**config.mk**
```make
export PLATFORM = sky130hd
export DESIGN_NAME = mem_access_ctrl
export DESIGN_NICKNAME = d
export VERILOG_FILES = /design/src/rtl/mem_pkg.sv /design/src/rtl/mem_access_ctrl.sv
export SDC_FILE = /design/constraint.sdc
export NUM_CORES = 1
export LEC_CHECK = 0
export BUFFER_PORTS_ARGS = -buffer_cell sky130_fd_sc_hd__clkbuf_2
export CAP_MARGIN = 20
export CORE_ASPECT_RATIO = 0.5
export CORE_MARGIN = 3
export CORE_UTILIZATION = 51
export DETAILED_ROUTE_END_ITERATION = 16
export HOLD_SLACK_MARGIN = 0.1
export PLACE_DENSITY = 0.89
export SLEW_MARGIN = 20
export SYNTH_ARGS = -nofsm -noshare
export SYNTH_HDL_FRONTEND = slang
export SYNTH_SLANG_ARGS = --single-unit
```
**constraint.sdc**
```tcl
create_clock -name clk -period 2.6 [get_ports clk]
set_input_delay 0.13 -clock clk [delete_from_list [all_inputs] [get_ports clk]]
set_output_delay 0.13 -clock clk [all_outputs]
set_load 0.02 [all_outputs]
```
**src/rtl/mem_pkg.sv**
```systemverilog
// ---------------------------------------------------------------------------
// mem_pkg
// Shared definitions for the memory-stage controller: request size codes,
// data-memory numberOfByte codes and the controller state encoding.
// Optional feature macro used by the controller: MISALIGN_TRAP_EN.
// ---------------------------------------------------------------------------
package mem_pkg;

    // Request size codes (reqSize). 2'b11 is folded onto SZ_BYTE_Z.
    localparam logic [1:0] SZ_WORD   = 2'b00;
    localparam logic [1:0] SZ_BYTE_Z = 2'b01;
    localparam logic [1:0] SZ_BYTE_S = 2'b10;

    // Data-memory numberOfByte codes.
    localparam logic [1:0] WR_TWO    = 2'b10;
    localparam logic [1:0] WR_ONE    = 2'b00;
    localparam logic [1:0] RD_WORD   = 2'b00;
    localparam logic [1:0] RD_BYTE_Z = 2'b01;
    localparam logic [1:0] RD_BYTE_S = 2'b10;

    typedef enum logic [2:0] {
        ST_IDLE    = 3'd0,
        ST_ACC_LO  = 3'd1,
        ST_WAIT_LO = 3'd2,
        ST_ACC_HI  = 3'd3,
        ST_WAIT_HI = 3'd4,
        ST_DONE    = 3'd5
    } state_t;

    // Fold the reserved size code onto zero-extended byte.
    function automatic logic [1:0] norm_size(input logic [1:0] size);
        return (size == 2'b11) ? SZ_BYTE_Z : size;
    endfunction

endpackage

```
**src/rtl/mem_access_ctrl.sv**
```systemverilog
// ---------------------------------------------------------------------------
// mem_access_ctrl
// Memory-stage controller between the EX/MEM register and the data memory.
// Accepts one load/store per instruction, drives the data-memory port, splits
// an unaligned 16-bit access into two byte accesses, stalls the pipeline until
// the access is finished and returns the load result with a 1-cycle respValid.
//
// Optional feature: MISALIGN_TRAP_EN. When defined, an unaligned word access
// is not split; it completes with no memory access and pulses misalignTrap.
//
// Ports:
//   clk, reset            clock (rising edge), async active-high reset
//   reqValid/reqWrite/reqSize/reqAddr/reqData   request from EX/MEM
//   stall                 freeze upstream pipeline
//   respValid, loadData   completion pulse and load result
//   memWrEnable, memRdEnable, memNumberOfByte, memAddress, memIn  to memory
//   memOut                read data from memory (valid the cycle after a read)
//   dbgState              current FSM state (mem_pkg::state_t encoding)
//   misalignTrap          (MISALIGN_TRAP_EN only) unaligned word trap pulse
//
// Handshake: a request is taken in IDLE on any rising edge where reqValid=1;
// stall stays high from that cycle until the DONE cycle, in which
// respValid=1 and stall=0 so the pipeline advances exactly once.
// ---------------------------------------------------------------------------
module mem_access_ctrl
    import mem_pkg::*;
#(
    parameter int ADDR_W = 16
) (
    input  logic              clk,
    input  logic              reset,
    input  logic              reqValid,
    input  logic              reqWrite,
    input  logic [1:0]        reqSize,
    input  logic [ADDR_W-1:0] reqAddr,
    input  logic [15:0]       reqData,
    output logic              stall,
    output logic              respValid,
    output logic [15:0]       loadData,
    output logic              memWrEnable,
    output logic              memRdEnable,
    output logic [1:0]        memNumberOfByte,
    output logic [ADDR_W-1:0] memAddress,
    output logic [15:0]       memIn,
    input  logic [15:0]       memOut,
    output logic [2:0]        dbgState
`ifdef MISALIGN_TRAP_EN
    ,
    output logic              misalignTrap
`endif
);

    state_t            r_state;
    logic [ADDR_W-1:0] r_addr;
    logic [7:0]        r_data_hi;
    logic              r_write;
    logic              r_split;
    logic              r_resp_valid;
    logic [15:0]       r_load_data;
    logic              r_mem_wr;
    logic              r_mem_rd;
    logic [1:0]        r_mem_nob;
    logic [ADDR_W-1:0] r_mem_addr;
    logic [15:0]       r_mem_in;
    logic              r_trap;

    logic [1:0]        w_size;
    logic              w_split;
    logic [ADDR_W-1:0] w_addr_hi;

    assign w_size    = norm_size(reqSize);
    // Only word accesses at an odd address are split; bytes never are.
    assign w_split   = (w_size == SZ_WORD) && reqAddr[0];
    assign w_addr_hi = r_addr + {{(ADDR_W-1){1'b0}}, 1'b1};

    // The memory port is fully registered: every transition below loads the
    // port values for the state being entered, so req* never reaches mem*
    // combinationally and enables drop to 0 in every non-access state.
    always_ff @(posedge clk or posedge reset) begin
        if (reset) begin
            r_state      <= ST_IDLE;
            r_addr       <= '0;
            r_data_hi    <= '0;
            r_write      <= 1'b0;
            r_split      <= 1'b0;
            r_resp_valid <= 1'b0;
            r_load_data  <= '0;
            r_mem_wr     <= 1'b0;
            r_mem_rd     <= 1'b0;
            r_mem_nob    <= '0;
            r_mem_addr   <= '0;
            r_mem_in     <= '0;
            r_trap       <= 1'b0;
        end else begin
            r_mem_wr     <= 1'b0;
            r_mem_rd     <= 1'b0;
            r_mem_nob    <= '0;
            r_mem_addr   <= '0;
            r_resp_valid <= 1'b0;
            r_trap       <= 1'b0;

            case (r_state)
                ST_IDLE: begin
                    if (reqValid) begin
                        r_addr    <= reqAddr;
                        r_data_hi <= reqData[15:8];
                        r_write   <= reqWrite;
                        r_split   <= w_split;
`ifdef MISALIGN_TRAP_EN
                        if (w_split) begin
                            r_state      <= ST_DONE;
                            r_resp_valid <= 1'b1;
                            r_trap       <= 1'b1;
                            r_load_data  <= '0;
                        end else begin
`else
                        begin
`endif
                            r_state    <= ST_ACC_LO;
                            r_mem_addr <= reqAddr;
                            r_mem_wr   <= reqWrite;
                            r_mem_rd   <= ~reqWrite;
                            if (reqWrite) begin
                                r_mem_nob <= (w_size == SZ_WORD && !w_split) ? WR_TWO : WR_ONE;
                                r_mem_in  <= w_split ? {8'h00, reqData[7:0]} : reqData;
                            end else begin
                                // Size codes for word/byte reads match RD_* codes.
                                r_mem_nob <= w_split ? RD_BYTE_Z : w_size;
                            end
                        end
                    end
                end

                ST_ACC_LO: begin
                    if (r_write && r_split) begin
                        r_state    <= ST_ACC_HI;
                        r_mem_wr   <= 1'b1;
                        r_mem_nob  <= WR_ONE;
                        r_mem_addr <= w_addr_hi;
                        r_mem_in   <= {8'h00, r_data_hi};
                    end else if (r_write) begin
                        r_state      <= ST_DONE;
                        r_resp_valid <= 1'b1;
                        r_load_data  <= '0;
                    end else begin
                        r_state <= ST_WAIT_LO;
                    end
                end

                ST_WAIT_LO: begin
                    if (r_split) begin
                        r_load_data <= {8'h00, memOut[7:0]};
                        r_state     <= ST_ACC_HI;
                        r_mem_rd    <= 1'b1;
                        r_mem_nob   <= RD_BYTE_Z;
                        r_mem_addr  <= w_addr_hi;
                    end else begin
                        r_load_data  <= memOut;
                        r_state      <= ST_DONE;
                        r_resp_valid <= 1'b1;
                    end
                end

                ST_ACC_HI: begin
                    if (r_write) begin
                        r_state      <= ST_DONE;
                        r_resp_valid <= 1'b1;
                        r_load_data  <= '0;
                    end else begin
                        r_state <= ST_WAIT_HI;
                    end
                end

                ST_WAIT_HI: begin
                    r_load_data[15:8] <= memOut[7:0];
                    r_state           <= ST_DONE;
                    r_resp_valid      <= 1'b1;
                end

                ST_DONE: begin
                    // reqValid is ignored here; the next request is seen in IDLE.
                    r_state <= ST_IDLE;
                end

                default: r_state <= ST_IDLE;
            endcase
        end
    end

    assign stall           = (r_state == ST_IDLE) ? reqValid : (r_state != ST_DONE);
    assign respValid       = r_resp_valid;
    assign loadData        = r_load_data;
    assign memWrEnable     = r_mem_wr;
    assign memRdEnable     = r_mem_rd;
    assign memNumberOfByte = r_mem_nob;
    assign memAddress      = r_mem_addr;
    assign memIn           = r_mem_in;
    assign dbgState        = r_state;
`ifdef MISALIGN_TRAP_EN
    assign misalignTrap    = r_trap;
`else
    logic w_trap_unused;
    assign w_trap_unused = r_trap;
`endif

endmodule
```
==> flow_summary.json, run 1 <==
{
  "starting_density_pct": 55.8,
  "average_wire_length_per_cell_after_detail_routing_um": 15.8,
  "placementRows": 20,
  "fp.dieW_um": 125,
  "layout_skew_ns": 0.00457,
  "worst-setup-path-type": "flop to flop",
  "hold_path_depth": 3,
  "holdCritStartpoint": "reqData[5]",
  "area_of_the_multi_input_gates_um2": 1420,
  "avgViaCountPerCell": 5.30,
  "seqCellArea_um2": 2050,
  "fin_tns_setup_ns": 0,
  "timing.final.crit_share_pct": 73.0,
  "dieHeight_um": 65.3,
  "first_iter_violations": 215,
  "timing.final.setup_violations": 0,
  "path_max_fanout": 33,
  "startpoint_type": "flop",
  "finalPower_mw": 5.98,
  "antenna_found_initial": 0,
  "finish.utilization_pct": 78.2,
  "yosysUniqueCellTypes": 39,
  "cts_setup_buffers": 0,
  "synthesis.yosys.warnings": 0,
  "groute.usage.overall_pct": 24.6,
  "rsz_0062_raised_after_global_routing": "no",
  "coreArea_um2": 6430,
  "globalRouteOverflowTotal": 0,
  "outcome": "complete, no violations",
  "cts-htree-levels": 3,
  "numCtsBuffers": 9,
  "final_cell_mix": "110 x clkbuf_2, 103 x nand2_1, 82 x dfrtp_1, 47 x dlygate4sd3_1, 31 x o21ai_1",
  "crit_start": "dbgState[0]",
  "io_pins": 111,
  "drt-pass1-iter-count": 4,
  "max-cap-violations": 0,
  "final_period_minus_worst_setup_slack_ns": 1.90,
  "gpl_wtd_cong": 0.828,
  "timing_worst_slew_pin_value_ns": 0.635,
  "synthesis.area_um2": 3590,
  "hold_violation_count_in_the_final_report": 0,
  "drt_drc_violations_left": 0,
  "slew-limit-headroom_pct": 57.4,
  "flow.area_growth_from_synthesis_pct": 40.1,
  "power.density_nw_per_um2": 1190,
  "dr_total_vias": 3180,
  "clk_pin_slew_worst_paths_ns": 0.06,
  "fp.dieArea_um2": 8140,
  "postSynthAreaPerCell_um2": 10.3,
  "antenna_cells_inserted": 0,
  "yosys_reg_bits": 82,
  "fin_nets": 562,
  "ff2ff_path_depth": 6,
  "detail-route-antenna-nets": 0,
  "io_buffer_count": 110,
  "clock_sink_count": 82,
  "cp_required_ns": 2.81,
  "endpoint_kind": "flop",
  "clock_tree_from_tritoncts": "yes",
  "grt_pass1_vias": 3178,
  "max_freq_mhz": 527,
  "r2r_start": "dbgState[0]",
  "holdCritPathClass": "input pin to flop",
  "fillCellCount": 408,
  "synth.yosys.seq_area_share_pct": 57.2,
  "syn_inst": 347,
  "postSynthNetCount": 402,
  "clock_tree.buffer_depth": 2,
  "pin_count_of_the_biggest_net_entering_global_routing": 34,
  "arrival_ns": 2.11,
  "hold-worst-slack_ns": 0.108,
  "layout_commonest_cell": "clkbuf_2",
  "clock_insertion_delay_worst_skew_ns": 0.34,
  "p_leak_nw": 2.59,
  "power.ir.vdd_worst_mv": 0.616,
  "detailed_place_hpwl_um": 6020,
  "cts_root_buffer": "clkbuf_16",
  "grt_pass1_wl_um": 15800,
  "route.final.wire_length_um": 9500,
  "total_count_of_max_transition_violations_in_the_final_report": 0,
  "proportion_of_layout_cells_with_a_drive_suffix_above_1_pct": 30.3
}
[critical path, cell delays in order (launching register included)]
cell	delay (ns)
dfrtp_1	0.66
nor3b_2	0.27
buf_4	0.25
a32oi_2	0.13
buf_4	0.26
nand2_1	0.12
o21ai_1	0.07
[what timing repair did]
action / 4_1_cts / 5_1_grt
endpoints found under the hold margin: 93 / 0
gates resized for setup: 0 / 0
hold buffers: 47 / 0
[metal layers]
layer / vias to the layer above / GRT usage (%) / wire [um]
li1: 1496 / - / -
met1: 1561 / 30.5 / 3960
met2: 104 / 43.1 / 4840
met3: 19 / 5.60 / 507
met4: 0 / 8.61 / 192
met5: - / 0 / 0
[synth_stat cells]
cell type	n	area [um^2]
a21o_1	8	60.1
a21oi_1	5	25.0
a22o_1	16	140
a31oi_1	1	6.26
a32oi_2	1	16.3
and2_4	1	8.76
buf_2	8	40.0
buf_4	4	30.0
buf_6	2	22.5
clkbuf_1	1	3.75
dfrtp_1	82	2050
ha_1	1	12.5
inv_1	8	30.0
inv_2	1	3.75
mux2i_1	9	90.1
nand2_1	103	387
nand2b_1	2	12.5
nand2b_4	1	13.8
nand3_1	3	15.0
nand3_2	3	30.0
nand4_1	1	6.26
nand4_2	2	25.0
nor2_1	7	26.3
nor2_2	1	6.26
nor2b_4	1	13.8
nor3_1	7	35.0
nor3_2	2	20.0
nor3b_1	1	7.51
nor3b_2	1	12.5
nor4_2	4	50.1
nor4b_2	1	15.0
o211a_1	1	10.0
o211ai_4	1	21.3
o21ai_0	10	50.1
o21ai_1	31	155
o31ai_1	1	7.51
or2_2	1	6.26
xnor2_1	13	114
xor2_1	1	8.76
[through the flow]
step           std cells  setup slack (ns)  cell area, um^2
3_3_place_gp         537             0.883             4220
3_5_place_dp         537             0.797             4220
2_1_floorplan        347             0.362             3590
4_1_cts              600             0.712             5030
5_1_grt              600             0.594             5030
6_report             600             0.701             5030
[state kept, by name (all words and copies together) (netlist names)]
register,flops
respValid,1
memNumberOfByte,2
r_split,1
dbgState,3
memIn,16
r_addr,16
memAddress,16
loadData,16
memRdEnable,1
r_data_hi,8
r_write,1
memWrEnable,1
[cells by family after synthesis]
logic type                 share of synthesized area [%]
and+or+nand+nor                                     19.2
adders and majority gates                          0.348
DFF                                                 57.2
muxes                                               2.51
AOI/OAI and AO/OA                                   13.7
xor gates and xnor gates                            3.42
buffers and inverters                               3.62
[worst paths after layout]
path	end	slack, ns
min reg2reg	r_data_hi[5]	0.48
min	memIn[5]	0.11
max in group asynchronous	memWrEnable	1.56
max	memIn[8]	0.70
max reg2reg	memIn[8]	0.70
min in group asynchronous	r_addr[11]	0.30
[area by class of cell]
cell class | count | area share, %
clock inverter | 7 | 2.34
sequential | 82 | 40.8
tap | 88 | 2.19
multi-input combinational | 241 | 28.2
timing repair buffer | 164 | 21.3
inverter | 9 | 0.697
clock buffer | 9 | 4.48
[power breakdown]
part           internal (mW)  switching, mW
clock                  0.936          0.520
combinational          0.887           1.37
sequential              1.78          0.490
total                   3.61           2.38
Power figures use the tool's default switching activity.
==> inputs of run 2 (changes only) <==
--- a/config.mk
+++ b/config.mk
@@ -9,10 +9,10 @@
 export CAP_MARGIN = 20
 export CORE_ASPECT_RATIO = 0.5
 export CORE_MARGIN = 3
-export CORE_UTILIZATION = 51
+export CORE_UTILIZATION = 46
 export DETAILED_ROUTE_END_ITERATION = 16
 export HOLD_SLACK_MARGIN = 0.1
-export PLACE_DENSITY = 0.89
+export PLACE_DENSITY = 0.85
 export SLEW_MARGIN = 20
 export SYNTH_ARGS = -nofsm -noshare
 export SYNTH_HDL_FRONTEND = slang
==> constraint.sdc (replaced) <==
create_clock -name clk -period 1.74 [get_ports clk]
set_input_delay 0.087 -clock clk [delete_from_list [all_inputs] [get_ports clk]]
set_output_delay 0.087 -clock clk [all_outputs]
set_load 0.02 [all_outputs]
==> flow_summary.json, run 2 (same netlist as run 1, synthesis figures left out) <==
{
  "cp_cell_sequence": "buf_4 -> nand2b_4 -> nor3_2 -> a22o_1 -> a21o_1",
  "timing.final.setup_violations": 0,
  "clock_sink_count": 82,
  "groute.usage.overall_pct": 22.8,
  "timing_worst_slew_pin_value_ns": 0.571,
  "antenna_found_initial": 0,
  "numCtsBuffers": 9,
  "route.final.wire_length_um": 10300,
  "timing.final.crit_share_pct": 97.4,
  "grt_pass1_vias": 3229,
  "pin_count_of_the_biggest_net_entering_global_routing": 54,
  "cts-htree-levels": 3,
  "max-cap-violations": 0,
  "final_period_minus_worst_setup_slack_ns": 1.70,
  "worst-setup-path-type": "flop to flop",
  "crit_slowest_cell": "dfrtp_1",
  "clock_tree.buffer_depth": 2,
  "seqCellArea_um2": 2050,
  "fin_tns_setup_ns": 0,
  "max_freq_mhz": 590,
  "slew-limit-headroom_pct": 61.7,
  "avgViaCountPerCell": 5.22,
  "path_max_fanout": 10,
  "flow.area_growth_from_synthesis_pct": 45.1,
  "crit_path_max_incr_delay_ns": 0.49,
  "area_of_the_multi_input_gates_um2": 1420,
  "cp_required_ns": 2.01,
  "ff2ff_setup_slack_ns": 0.04,
  "ff2ff_path_depth": 5,
  "total_count_of_max_transition_violations_in_the_final_report": 0,
  "globalRouteOverflowTotal": 0,
  "dieHeight_um": 68.5,
  "drt-pass1-iter-count": 6,
  "fin_nets": 579,
  "placementRows": 22,
  "clk_pin_slew_worst_paths_ns": 0.06,
  "cts_root_buffer": "clkbuf_16",
  "grt_pass1_wl_um": 15700,
  "final_cell_mix": "109 x clkbuf_2, 103 x nand2_1, 80 x dfrtp_1, 52 x dlygate4sd3_1, 31 x o21ai_1",
  "gpl_wtd_cong": 0.809,
  "coreArea_um2": 7460,
  "io_pins": 111,
  "r2r_start": "dbgState[1]",
  "fp.dieW_um": 131,
  "setup_ws_ns": 0.0444,
  "power.density_nw_per_um2": 1750,
  "first_iter_violations": 257,
  "layout_skew_ns": 0.00556,
  "io_buffer_count": 110,
  "startpoint_type": "flop",
  "detail-route-antenna-nets": 0,
  "timing.hold.worst_endpoint": "memNumberOfByte[1]",
  "p_leak_nw": 2.67,
  "proportion_of_layout_cells_with_a_drive_suffix_above_1_pct": 31.8,
  "holdCritPathClass": "input pin to flop",
  "hold_violation_count_in_the_final_report": 0,
  "hold_path_depth": 3,
  "detailed_place_hpwl_um": 5950,
  "holdCritStartpoint": "reqValid",
  "layout_commonest_cell": "clkbuf_2",
  "average_wire_length_per_cell_after_detail_routing_um": 16.2,
  "power.ir.vdd_worst_mv": 0.731,
  "place_worst_setup_slack_ns": 0.176,
  "fillCellCount": 506,
  "starting_density_pct": 48.1,
  "clock_insertion_delay_worst_skew_ns": 0.33,
  "fp.dieArea_um2": 8960,
  "clock_tree_from_tritoncts": "yes",
  "endpoint_kind": "flop",
  "r2r-end": "loadData[8]",
  "outcome": "complete, no violations",
  "arrival_ns": 1.96,
  "drt_drc_violations_left": 0,
  "dr_total_vias": 3323
}
[run 2: routing by layer]
layer / track usage (%) / part of all wire [%]
met5: 0 / 0
met4: 9.23 / 2.8
met3: 4.13 / 5.9
met2: 40.7 / 51
met1: 27.8 / 41
[run 2: timing repair]
item | in CTS | in global routing
setup endpoints to repair | 1 | 15
gates resized for setup | 1 | 6
hold endpoints to repair | 159 | 0
setup buffers | 0 | 4
hold buffers | 52 | 0
[run 2: worst max path at each step]
stage | slack [ns] | start | depth (start not counted) | to
2_1_floorplan | 0.24 | dbgState[2] | 6 | memIn[12]
3_3_place_gp | 0.23 | dbgState[1] | 5 | loadData[11]
3_5_place_dp | 0.18 | dbgState[0] | 5 | memAddress[11]
4_1_cts | 0.02 | dbgState[2] | 5 | stall
5_1_grt | -0.02 | dbgState[1] | 5 | memAddress[11]
6_report | 0.04 | dbgState[1] | 5 | loadData[8]
[run 2: stage by stage]
stage | hold WS [ns] | util [%] | instances | power [mW] | instance area (um^2)
after floorplan | 0.160 | - | 347 | 5.64 | 3590
after global placement | 0.0642 | 57.9 | 565 | 6.63 | 4320
after detailed placement | 0.0627 | 57.9 | 565 | 6.73 | 4320
after CTS | 0.165 | 69.2 | 632 | 8.90 | 5160
after global routing | 0.212 | 69.8 | 636 | 9.66 | 5200
final | 0.200 | 69.8 | 637 | 9.14 | 5210
[run 2: where the power goes]
group	internal, mW	switching (mW)	total [mW]
clock network	1.33	0.723	2.05
registers	2.67	0.638	3.31
logic	1.52	2.26	3.78
total	5.52	3.62	9.14
[run 2: area by class of cell]
| type | count | area share, % |
|---|---|---|
| inverter | 9 | 0.721 |
| tap | 108 | 2.59 |
| timing repair buffer | 181 | 23.7 |
| antenna | 1 | 0.0481 |
| clock buffer | 13 | 5.00 |
| multi-input combinational | 241 | 27.3 |
| clock inverter | 2 | 1.15 |
| sequential | 82 | 39.5 |
[run 2: critical path: cells and delay by family, from the launching register on]
kind / cells / cell delay, ns
flops: 1 / 0.49
compound gates: 2 / 0.35
simple gates: 2 / 0.53
buf+inv: 1 / 0.25
